`src/rtl/fpu_share_arbiter.sv`:
```
// fpu_share_arbiter: shares one FPU between NB_CORES cores.
// Round-robin request arbitration with a grant lock while the FPU stalls,
// a credit counter capping issued-but-unanswered operations, and
// tag-based response routing back to the issuing core.
// Optional build macro: FPU_SHARE_ARB_RESP_REG_EN registers the response
// path (1-cycle latency); without it the response path is combinational.
`timescale 1ns/1ps
module fpu_share_arbiter #(
  parameter int NB_CORES        = 4,
  parameter int ID_WIDTH        = 9,
  parameter int NB_ARGS         = 2,
  parameter int DATA_WIDTH      = 32,
  parameter int OPCODE_WIDTH    = 6,
  parameter int FLAGS_IN_WIDTH  = 15,
  parameter int FLAGS_OUT_WIDTH = 5,
  parameter int MAX_OUTSTANDING = 4
) (
  input  logic                                              clk,
  input  logic                                              rst_n,
  input  logic [NB_CORES-1:0]                               core_req_i,
  output logic [NB_CORES-1:0]                               core_gnt_o,
  input  logic [NB_CORES-1:0][NB_ARGS-1:0][DATA_WIDTH-1:0]  core_operands_i,
  input  logic [NB_CORES-1:0][OPCODE_WIDTH-1:0]             core_op_i,
  input  logic [NB_CORES-1:0][FLAGS_IN_WIDTH-1:0]           core_flags_i,
  output logic [NB_CORES-1:0]                               core_rvalid_o,
  output logic [DATA_WIDTH-1:0]                             core_rdata_o,
  output logic [FLAGS_OUT_WIDTH-1:0]                        core_rflags_o,
  output logic                                              fpu_req_o,
  output logic [ID_WIDTH-1:0]                               fpu_ID_o,
  output logic [NB_ARGS-1:0][DATA_WIDTH-1:0]                fpu_operands_o,
  output logic [OPCODE_WIDTH-1:0]                           fpu_op_o,
  output logic [FLAGS_IN_WIDTH-1:0]                         fpu_flags_o,
  input  logic                                              fpu_gnt_i,
  input  logic                                              fpu_rvalid_i,
  input  logic [DATA_WIDTH-1:0]                             fpu_rdata_i,
  input  logic [FLAGS_OUT_WIDTH-1:0]                        fpu_rflags_i,
  input  logic [ID_WIDTH-1:0]                               fpu_rID_i,
  output logic [3:0]                                        outstanding_o
);

  localparam int IDXW = $clog2(NB_CORES);

  logic [IDXW-1:0]     rr_ptr;
  logic                lock_vld;
  logic [IDXW-1:0]     lock_idx;
  logic [IDXW-1:0]     winner;
  logic [IDXW-1:0]     cand;
  logic                found;
  int                  rr_idx;
  logic                hs;
  logic [NB_CORES-1:0] rsp_vld;

  // Winner select: a locked core that still requests keeps the slot,
  // otherwise search upward from rr_ptr with wrap-around.
  always_comb begin
    winner = '0;
    cand   = '0;
    found  = 1'b0;
    rr_idx = 0;
    if (lock_vld && core_req_i[lock_idx]) begin
      winner = lock_idx;
      found  = 1'b1;
    end else begin
      for (int i = 0; i < NB_CORES; i++) begin
        rr_idx = int'(rr_ptr) + i;
        if (rr_idx >= NB_CORES) rr_idx = rr_idx - NB_CORES;
        cand = IDXW'(rr_idx);
        if (!found && core_req_i[cand]) begin
          winner = cand;
          found  = 1'b1;
        end
      end
    end
  end

  assign fpu_req_o      = found && (outstanding_o < 4'(MAX_OUTSTANDING));
  assign hs             = fpu_req_o && fpu_gnt_i;
  assign fpu_ID_o       = ID_WIDTH'(winner);
  assign fpu_operands_o = core_operands_i[winner];
  assign fpu_op_o       = core_op_i[winner];
  assign fpu_flags_o    = core_flags_i[winner];
  assign core_gnt_o     = hs ? (NB_CORES'(1) << winner) : '0;

  // Pointer moves past the winner only on an accepted request.
  always_ff @(posedge clk or negedge rst_n) begin
    if (!rst_n)  rr_ptr <= '0;
    else if (hs) rr_ptr <= (int'(winner) == NB_CORES - 1) ? '0 : winner + 1'b1;
  end

  // Lock the current winner while the FPU stalls a pending request;
  // a dropped request simply falls back to round-robin next cycle.
  always_ff @(posedge clk or negedge rst_n) begin
    if (!rst_n) begin
      lock_vld <= 1'b0;
      lock_idx <= '0;
    end else begin
      lock_vld <= fpu_req_o && !fpu_gnt_i;
      lock_idx <= winner;
    end
  end

  // Credit counter: issue adds, response subtracts, never below zero.
  always_ff @(posedge clk or negedge rst_n) begin
    if (!rst_n)                                          outstanding_o <= '0;
    else if (hs && !fpu_rvalid_i)                        outstanding_o <= outstanding_o + 4'd1;
    else if (!hs && fpu_rvalid_i && outstanding_o != 0)  outstanding_o <= outstanding_o - 4'd1;
  end

  // Per-core response decode; out-of-range tags match no core and drop.
  for (genvar c = 0; c < NB_CORES; c++) begin : g_rsp
    assign rsp_vld[c] = fpu_rvalid_i && (fpu_rID_i == ID_WIDTH'(c));
  end

`ifdef FPU_SHARE_ARB_RESP_REG_EN
  // Registered response path.
  always_ff @(posedge clk or negedge rst_n) begin
    if (!rst_n) begin
      core_rvalid_o <= '0;
      core_rdata_o  <= '0;
      core_rflags_o <= '0;
    end else begin
      core_rvalid_o <= rsp_vld;
      core_rdata_o  <= fpu_rdata_i;
      core_rflags_o <= fpu_rflags_i;
    end
  end
`else
  // Combinational response path, forced to zero while in reset.
  always_comb begin
    core_rvalid_o = rst_n ? rsp_vld      : '0;
    core_rdata_o  = rst_n ? fpu_rdata_i  : '0;
    core_rflags_o = rst_n ? fpu_rflags_i : '0;
  end
`endif

endmodule

```
`config.mk`:
```
export PLATFORM = sky130hd
export DESIGN_NAME = fpu_share_arbiter
export DESIGN_NICKNAME = d
export VERILOG_FILES = /design/src/rtl/fpu_share_arbiter.sv
export SDC_FILE = /design/constraint.sdc
export NUM_CORES = 1
export LEC_CHECK = 0
export ABC_AREA = 1
export ABC_CLOCK_PERIOD_IN_PS = 2200
export CORE_AREA = 2 2 208 210
export DETAILED_ROUTE_END_ITERATION = 16
export DIE_AREA = 0 0 210 212
export DONT_BUFFER_PORTS = 1
export PLACE_DENSITY = 0.31
export SLEW_MARGIN = 10
export SYNTH_ARGS = -nofsm -noshare
export SYNTH_HDL_FRONTEND = slang
export SYNTH_SLANG_ARGS = --single-unit
export TNS_END_PERCENT = 100
```
`constraint.sdc`:
```
create_clock -name clk -period 2.2 [get_ports clk]
set_input_delay 0.44 -clock clk [delete_from_list [all_inputs] [get_ports clk]]
set_output_delay 0.44 -clock clk [all_outputs]
set_load 0.02 [all_outputs]
```
==> summary.txt, run 1 <==
Outcome
  • Status: finished, violations left
  • Violated checks: negative setup slack

Synth
  • Yosys cell types: 29
  • Average cell area after synthesis: between 4 and 5 um^2
  • Number of synthesized flops with an enable pin: 0
  • Mapped Area: roughly 5600 um^2
  • Sequential area share after synthesis: between 4 and 5%
  • Synth Register Bits: 9
  • Top_reg_cell synth: dfrtp_1
  • Mapped Cells: ~1,200
  • Syn. warnings: 0
  • Synth async-reset ratio: 100%

Worst setup path
  • Most common cell on crit path: nand2_2
  • CP max stage delay: 450 ps
  • CP Launch Type: flop
  • Critical path peak fanout: 8
  • Crit path arrival time: 2390 ps
  • WS Path Type: reg -> out
  • WP data required: approximately 1800 ps
  • Slowest-stage cell, CP: dfrtp_2
  • Worst-path cell chain: inv_4 > buf_6 > nand2_2 > nand2_2 > nand2_2 > nand2_2 > nor2_2 > nor2_2 > nand2_2 > nand3_4 > buf_6 > clkbuf_16 > buf_6 > nand3_1 > nand3_4 > nand2_4
  • Worst setup EP type: output port

Detailed routing
  • Antenna viol nets, final: 0
  • Wirelength per Cell: 18.2 um
  • Via/cell ratio: 4.27
  • Initial DRT Pass Iterations: 5
  • Routed WL: 34.2 mm
  • Starting DRT DRC Count: around 400
  • # DRC: 0
  • Vias: approximately 8,000

Floorplanning
  • Num ports: between 500 and 600
  • DIE WIDTH: 210 um
  • Core area: between 40,000 and 50,000 um^2
  • Die Footprint: roughly 45,000 um^2
  • Rows: 76
  • Die Y: ~210 um
  • Starting Density: a little over an eighth

Finish
  • Multi-input logic area: around 5400 um^2
  • Area growth syn-to-layout: 79.3%
  • Seq. cell area: 228 um^2
  • Layout fillers: roughly 4,800
  • Core Util, Final: 23.7%
  • Finished Cell Area: a little over 10,000 um^2
  • Ratio of cells with drive above 1 in the final layout: between 30% and 40%
  • Diodes inserted: 0
  • NumNets Final: roughly 1,700

Placement
  • Placer congestion estimate: ~0.84
  • Input/output buffers: 0
  • DP Wirelength: 23.5 mm
  • Dpl ws: -411 ps
  • Placed Area: 7080 um^2

Run
  • Max_cap viols: 0

Clock tree
  • Root buffer cell: clkbuf_16
  • Clock Path Buffers: 2
  • TritonCTS clock tree: built
  • CTS sink count: 9
  • TritonCTS Buffers: 3
  • Clock H-tree levels: 1
  • Clock Latency Late Sink: ~230 ps
  • Clock transition at path regs: ~40 ps

Global routing
  • Number of global-route vias before repair: between 7,000 and 8,000
  • Total track usage: a little under an eighth
  • Met3 Use GR: around 2.9%
  • Initial antenna violation count: 1
  • GR met2 Demand/Resource: 21.0%
  • Total grt overflow: 0
  • Busiest layer in global routing: met2
  • Met1 Track Usage GR: approximately 14%
  • First-pass GRT wire length: between 40 and 50 mm
  • Largest net degree at the start of global routing: 45

STA
  • Period utilization: 129%
  • Max Freq: 354 MHz
  • Final setup margin: -627 ps
  • Hold Violations, Final: 0
  • Finish-stage setup viols: 96
  • Slew Limit Fails: 0
  • Worst Hold Slack: 273 ps
  • Fin Clk Skew: roughly 0.90 ps
  • Min cycle time layout: approximately 2800 ps
  • Unrepaired setup endpoints after global routing: true

Min path
  • Worst min path class: in -> reg
-- worst paths after layout --
check                                             start                           end  slack (ps)  depth (start not counted)
max                               rr_ptr[0]$_DFFE_PN0P_            fpu_operands_o[46]        -630                         16
min                                           fpu_gnt_i            lock_vld$_DFF_PN0_         270                          1
max reg2reg                       rr_ptr[0]$_DFFE_PN0P_  outstanding_o[2]$_DFFE_PN0P_        -210                         15
min reg2reg                outstanding_o[2]$_DFFE_PN0P_            lock_vld$_DFF_PN0_         630                          3
max in group asynchronous                         rst_n         rr_ptr[1]$_DFFE_PN0P_        1250                          1
min in group asynchronous                         rst_n         rr_ptr[0]$_DFFE_PN0P_         600                          1
-- synth_stat cells (2+ instances only) --
library cell | instances | area share [%]
a21oi_1 | 3 | 0.27
o21ai_0 | 4 | 0.36
nor2_4 | 2 | 0.40
ha_1 | 6 | 1.3
nor2_1 | 16 | 1.1
dfrtp_1 | 9 | 4.0
buf_4 | 21 | 2.8
inv_2 | 2 | 0.13
xor2_1 | 2 | 0.31
nand3_1 | 352 | 31
buf_1 | 3 | 0.20
buf_2 | 20 | 1.8
nand2_1 | 353 | 24
clkbuf_1 | 30 | 2.0
buf_6 | 11 | 2.2
inv_1 | 395 | 26
-- sequential cells by signal, indices dropped and copies added, names as in the netlist --
name and cells:
rr_ptr 2, lock_vld 1, outstanding_o 4, lock_idx 2
-- kinds of logic after synthesis --
logic type	after synthesis	share of synthesized area, %
compound gates	12	1.34
simple gates	729	57.1
flops	9	4.01
fa+ha+maj	7	1.69
buf+inv	482	35.5
xor+xnor	2	0.312
other cells	1	0.0667
-- final cells by class --
type                       instances  area share [%]
sequential                         9            2.26
multi-input combinational        759            53.6
inverter                         397            14.9
tap                              546            6.78
clock buffer                       4           0.782
timing repair buffer             165            21.7
-- placed cells by master (no fill, tap or decap), drive strengths merged, types with 2 or more instances in the layout --
cell type / netlist / routed
clkbuf: 30 / 23
inv: 397 / 397
conb: 1 / 7
xor2: 2 / 2
nor2: 18 / 18
nand2: 354 / 356
nand3: 353 / 353
a21oi: 3 / 3
buf: 55 / 145
o21ai: 5 / 5
dfrtp: 9 / 9
ha: 6 / 6
-- worst max-delay path: cells and delay by family, from the launching register on --
| family | cells | cell delay (ps) |
|---|---|---|
| buffers and inverters | 5 | 710 |
| DFF | 1 | 450 |
| and+or+nand+nor | 11 | 980 |
-- through the flow --
step           cells  TNS (ps)
2_1_floorplan   1248     -5110
3_3_place_gp    1808    -34380
3_5_place_dp    1808    -32560
4_1_cts         1828    -51740
5_1_grt         1880    -64540
6_report        1880    -51760
-- per-layer routing --
metal	up-vias	share of wire (%)
met5	-	0.029
met4	2	3.1
met3	46	6.3
met2	380	50
met1	3765	41
li1	3827	-
-- timing repair --
action / in CTS / in global routing
resized for setup: 104 / 333
hold buffers: 1 / 0
setup buffers: 13 / 25
pin swaps: 58 / 143
cloned: 2 / 27
hold endpoints to repair: 9 / 0
setup endpoints to repair: 97 / 98
Power of run 1 is not shown: default switching activity piles up to over one toggle a cycle in this logic, so the estimate is an artifact.
==> inputs of run 2 (changes only) <==
==> constraint.sdc (replaced) <==
create_clock -name clk -period 2.2 [get_ports clk]
set_input_delay 0.11 -clock clk [delete_from_list [all_inputs] [get_ports clk]]
set_output_delay 0.11 -clock clk [all_outputs]
set_load 0.02 [all_outputs]
==> run 2 against run 1 <==
The flow still finishes with violations (negative setup slack). Wire length shrank 0.10%. Non-clock buffer count down 4. Global-route usage is 1.8 points higher. Design area rose by 1.9%. Core utilization rose by 0.45 points. Die area did not move.
==> summary.txt, run 2 (synthesized netlist as in run 1, its figures left out) <==
Global routing
  • Met1 Track Usage GR: 15.3% (+1.1 points)
  • GR met2 Demand/Resource: 25.0% (+4.1 points)
  • Met3 Use GR: 2.23% (-0.66 points)
  • Total track usage: 13.4% (+1.8 points)
  • First-pass GRT wire length: 45.9 mm (+13%)
  • Initial antenna violation count: 2 (+1)
  • Total grt overflow: 0 (unchanged)
  • Number of global-route vias before repair: 7,817 (+10%)
  • Largest net degree at the start of global routing: 68 (+51%)
  • Busiest layer in global routing: met2

Worst setup path
  • Cell count of the worst reg-to-reg path: 14 (-1)
  • CP top delay family: simple AND/OR/NAND/NOR gates
  • WP data required: 2090 ps (+330 ps)
  • WS Path Type: reg -> out
  • CP max stage delay: 460 ps (about the same)
  • CP bufs+invs: 5 (unchanged)
  • Worst Setup EP: fpu_operands_o[3]
  • Reg2reg setup slack: -230 ps (-20 ps)
  • Crit path from: rr_ptr[0]$_DFFE_PN0P_
  • CP Launch Type: flop
  • RR Startpoint: rr_ptr[0]$_DFFE_PN0P_
  • Critical path peak fanout: 8 (unchanged)
  • Worst setup EP type: output port
  • WP depth: 16 (unchanged)
  • Slowest-stage cell, CP: dfrtp_2
  • Worst-path cell chain: buf_6 > nand2_2 > nand2_4 > nand2_4 > nand2_4 > nor2_4 > nand2_2 > o21ai_4 > nor2_4 > nor2_4 > buf_12 > buf_12 > buf_12 > nand3_1 > nand2_2 > buf_12
  • Most common cell on crit path: buf_12
  • R2R Path End: outstanding_o[2]$_DFFE_PN0P_
  • Crit path arrival time: 2430 ps (+40 ps)

STA
  • Worst Hold Slack: 268 ps (-5.25 ps)
  • Final setup margin: -343 ps (+284 ps)
  • Hold Violations, Final: 0 (unchanged)
  • Slew Limit Fails: 0 (unchanged)
  • Finish-stage setup viols: 94 (-2.1%)
  • Slew at the pin closest to its max-slew limit: between 600 and 700 ps
  • Unrepaired setup endpoints after global routing: true
  • Min cycle time layout: 2540 ps (-284 ps)
  • Max Freq: 393 MHz (+11%)
  • Fin Clk Skew: 1.31 ps (+0.418 ps)
  • Period utilization: 116% (-13 points)
  • Rel. slew slack: 58.5%

Clock tree
  • CTS sink count: 9 (unchanged)
  • TritonCTS Buffers: 3 (unchanged)
  • Clock transition at path regs: 40 ps (about the same)
  • Root buffer cell: clkbuf_16
  • Clock Latency Late Sink: 240 ps (about the same)
  • Clock H-tree levels: 1 (unchanged)
  • Clock Path Buffers: 2 (unchanged)
  • TritonCTS clock tree: built

Detailed routing
  • Vias: 8,109 (+1.1%)
  • Initial DRT Pass Iterations: 6 (+1)
  • # DRC: 0 (unchanged)
  • Antenna viol nets, final: 0 (unchanged)
  • Routed WL: 34.2 mm (-0.10%)
  • Wirelength per Cell: 18.2 um (+0.16%)
  • Via/cell ratio: 4.32 (+1.4%)
  • Starting DRT DRC Count: 441 (+9.4%)

Placement
  • Dpl ws: -217 ps (+194 ps)
  • Input/output buffers: 0 (unchanged)
  • DP Wirelength: 22.2 mm (-5.6%)
  • Dpl cells: 1,785 (-1.3%)
  • Placer congestion estimate: 0.853 (+2.1%)

Floorplanning
  • Die Footprint: 44,500 um^2 (unchanged)
  • Starting Density: 13.2% (unchanged)
  • Die Y: 212 um (unchanged)
  • Rows: 76 (unchanged)
  • Num ports: 538 (unchanged)
  • Core area: 42,500 um^2 (unchanged)
  • DIE WIDTH: 210 um (unchanged)

Finish
  • Ratio of cells with drive above 1 in the final layout: 36.9% (-1.8 points)
  • Top flop regs: outstanding_o x4, lock_idx x2, rr_ptr x2
  • Seq. cell area: 226 um^2 (-0.55%)
  • Reg with most FFs: outstanding_o
  • Layout fillers: 4,813 (-0.56%)
  • Area growth syn-to-layout: 82.8%
  • Commonest non-fill, non-tap cells in the layout: inv_1, nand2_1, nand3_1, nand3_2, nand2_2
  • Number of flip-flops in the largest register: 4 (unchanged)
  • Most common cell after layout, fill and taps aside: inv_1
  • NumNets Final: 1,730 (-0.35%)
  • Finished Layout Cells: 1,875 (-0.27%)
  • Multi-input logic area: 5310 um^2 (-1.8%)

Outcome
  • Status: finished, violations left
  • Violated checks: negative setup slack

Min path
  • Worst min path class: in -> reg

Run
  • Max_cap viols: 0 (unchanged)
==> run 2: changes by cell type in the layout (fill, tap and decap cells not counted), moves of 3 or more <==
cell,previous run,this run
inv_1,388,391
nand2_2,65,85
nand3_4,30,42
buf_16,5,23
buf_12,24,30
buf_6,28,38
nand3_1,170,193
clkbuf_16,22,10
nand2_4,69,62
buf_4,74,44
nand2_1,219,206
nor2_1,9,12
nand3_2,153,118
==> run 2: layout make-up <==
| type | count | area share, % |
|---|---|---|
| Multi-Input combinational cell | 757 | 51.7 |
| Timing Repair Buffer | 161 | 24.1 |
| Inverter | 397 | 14.6 |
| Tap cell | 546 | 6.65 |
| Sequential cell | 9 | 2.20 |
| Clock buffer | 4 | 0.767 |
| Antenna cell | 1 | 0.0244 |
==> run 2: timing repair <==
action | 4_1_cts | 5_1_grt
hold endpoints to repair | 10 | 0
pin swaps | 102 | 51
buffers inserted | 48 | 6
hold buffers | 2 | 0
gates resized for setup | 420 | 122
endpoints found under the setup margin | 96 | 96
gates cloned | 25 | 9
==> run 2: worst min-delay path, stage by stage <==
cell	delay [ps]
nand3_1	90
nand2_1	120
nand3_1	90
nand2_1	50
==> run 2: worst min path at each step <==
stage | to | cells past startpoint | startpoint
after global routing | outstanding_o[2]$_DFFE_PN0P_ | 4 | fpu_gnt_i
after floorplan | lock_idx[0]$_DFF_PN0_ | 0 | rst_n
after global placement | outstanding_o[0]$_DFFE_PN0P_ | 0 | rst_n
after CTS | outstanding_o[1]$_DFFE_PN0P_ | 4 | fpu_gnt_i
after detailed placement | outstanding_o[0]$_DFFE_PN0P_ | 0 | rst_n
final | outstanding_o[1]$_DFFE_PN0P_ | 4 | fpu_gnt_i
==> run 2: routing by layer <==
metal | wire length, um | part of all wire (%) | up-vias
li1 | - | - | 3821
met1 | 13100 | 38 | 3811
met2 | 17800 | 52 | 411
met3 | 1880 | 5.5 | 64
met4 | 1390 | 4.1 | 2
met5 | 13 | 0.038 | -
==> run 2: stage by stage <==
stage / utilization (%) / cell area (um^2) / setup TNS [ps]
6_report: 24.2 / 10300 / -24880
5_1_grt: 24.2 / 10300 / -38370
4_1_cts: 22.6 / 9610 / -22210
3_5_place_dp: 15.7 / 6670 / -9990
3_3_place_gp: 15.7 / 6670 / -8980
2_1_floorplan: - / 5660 / -35.6
Power of run 2 is left out for the same reason.
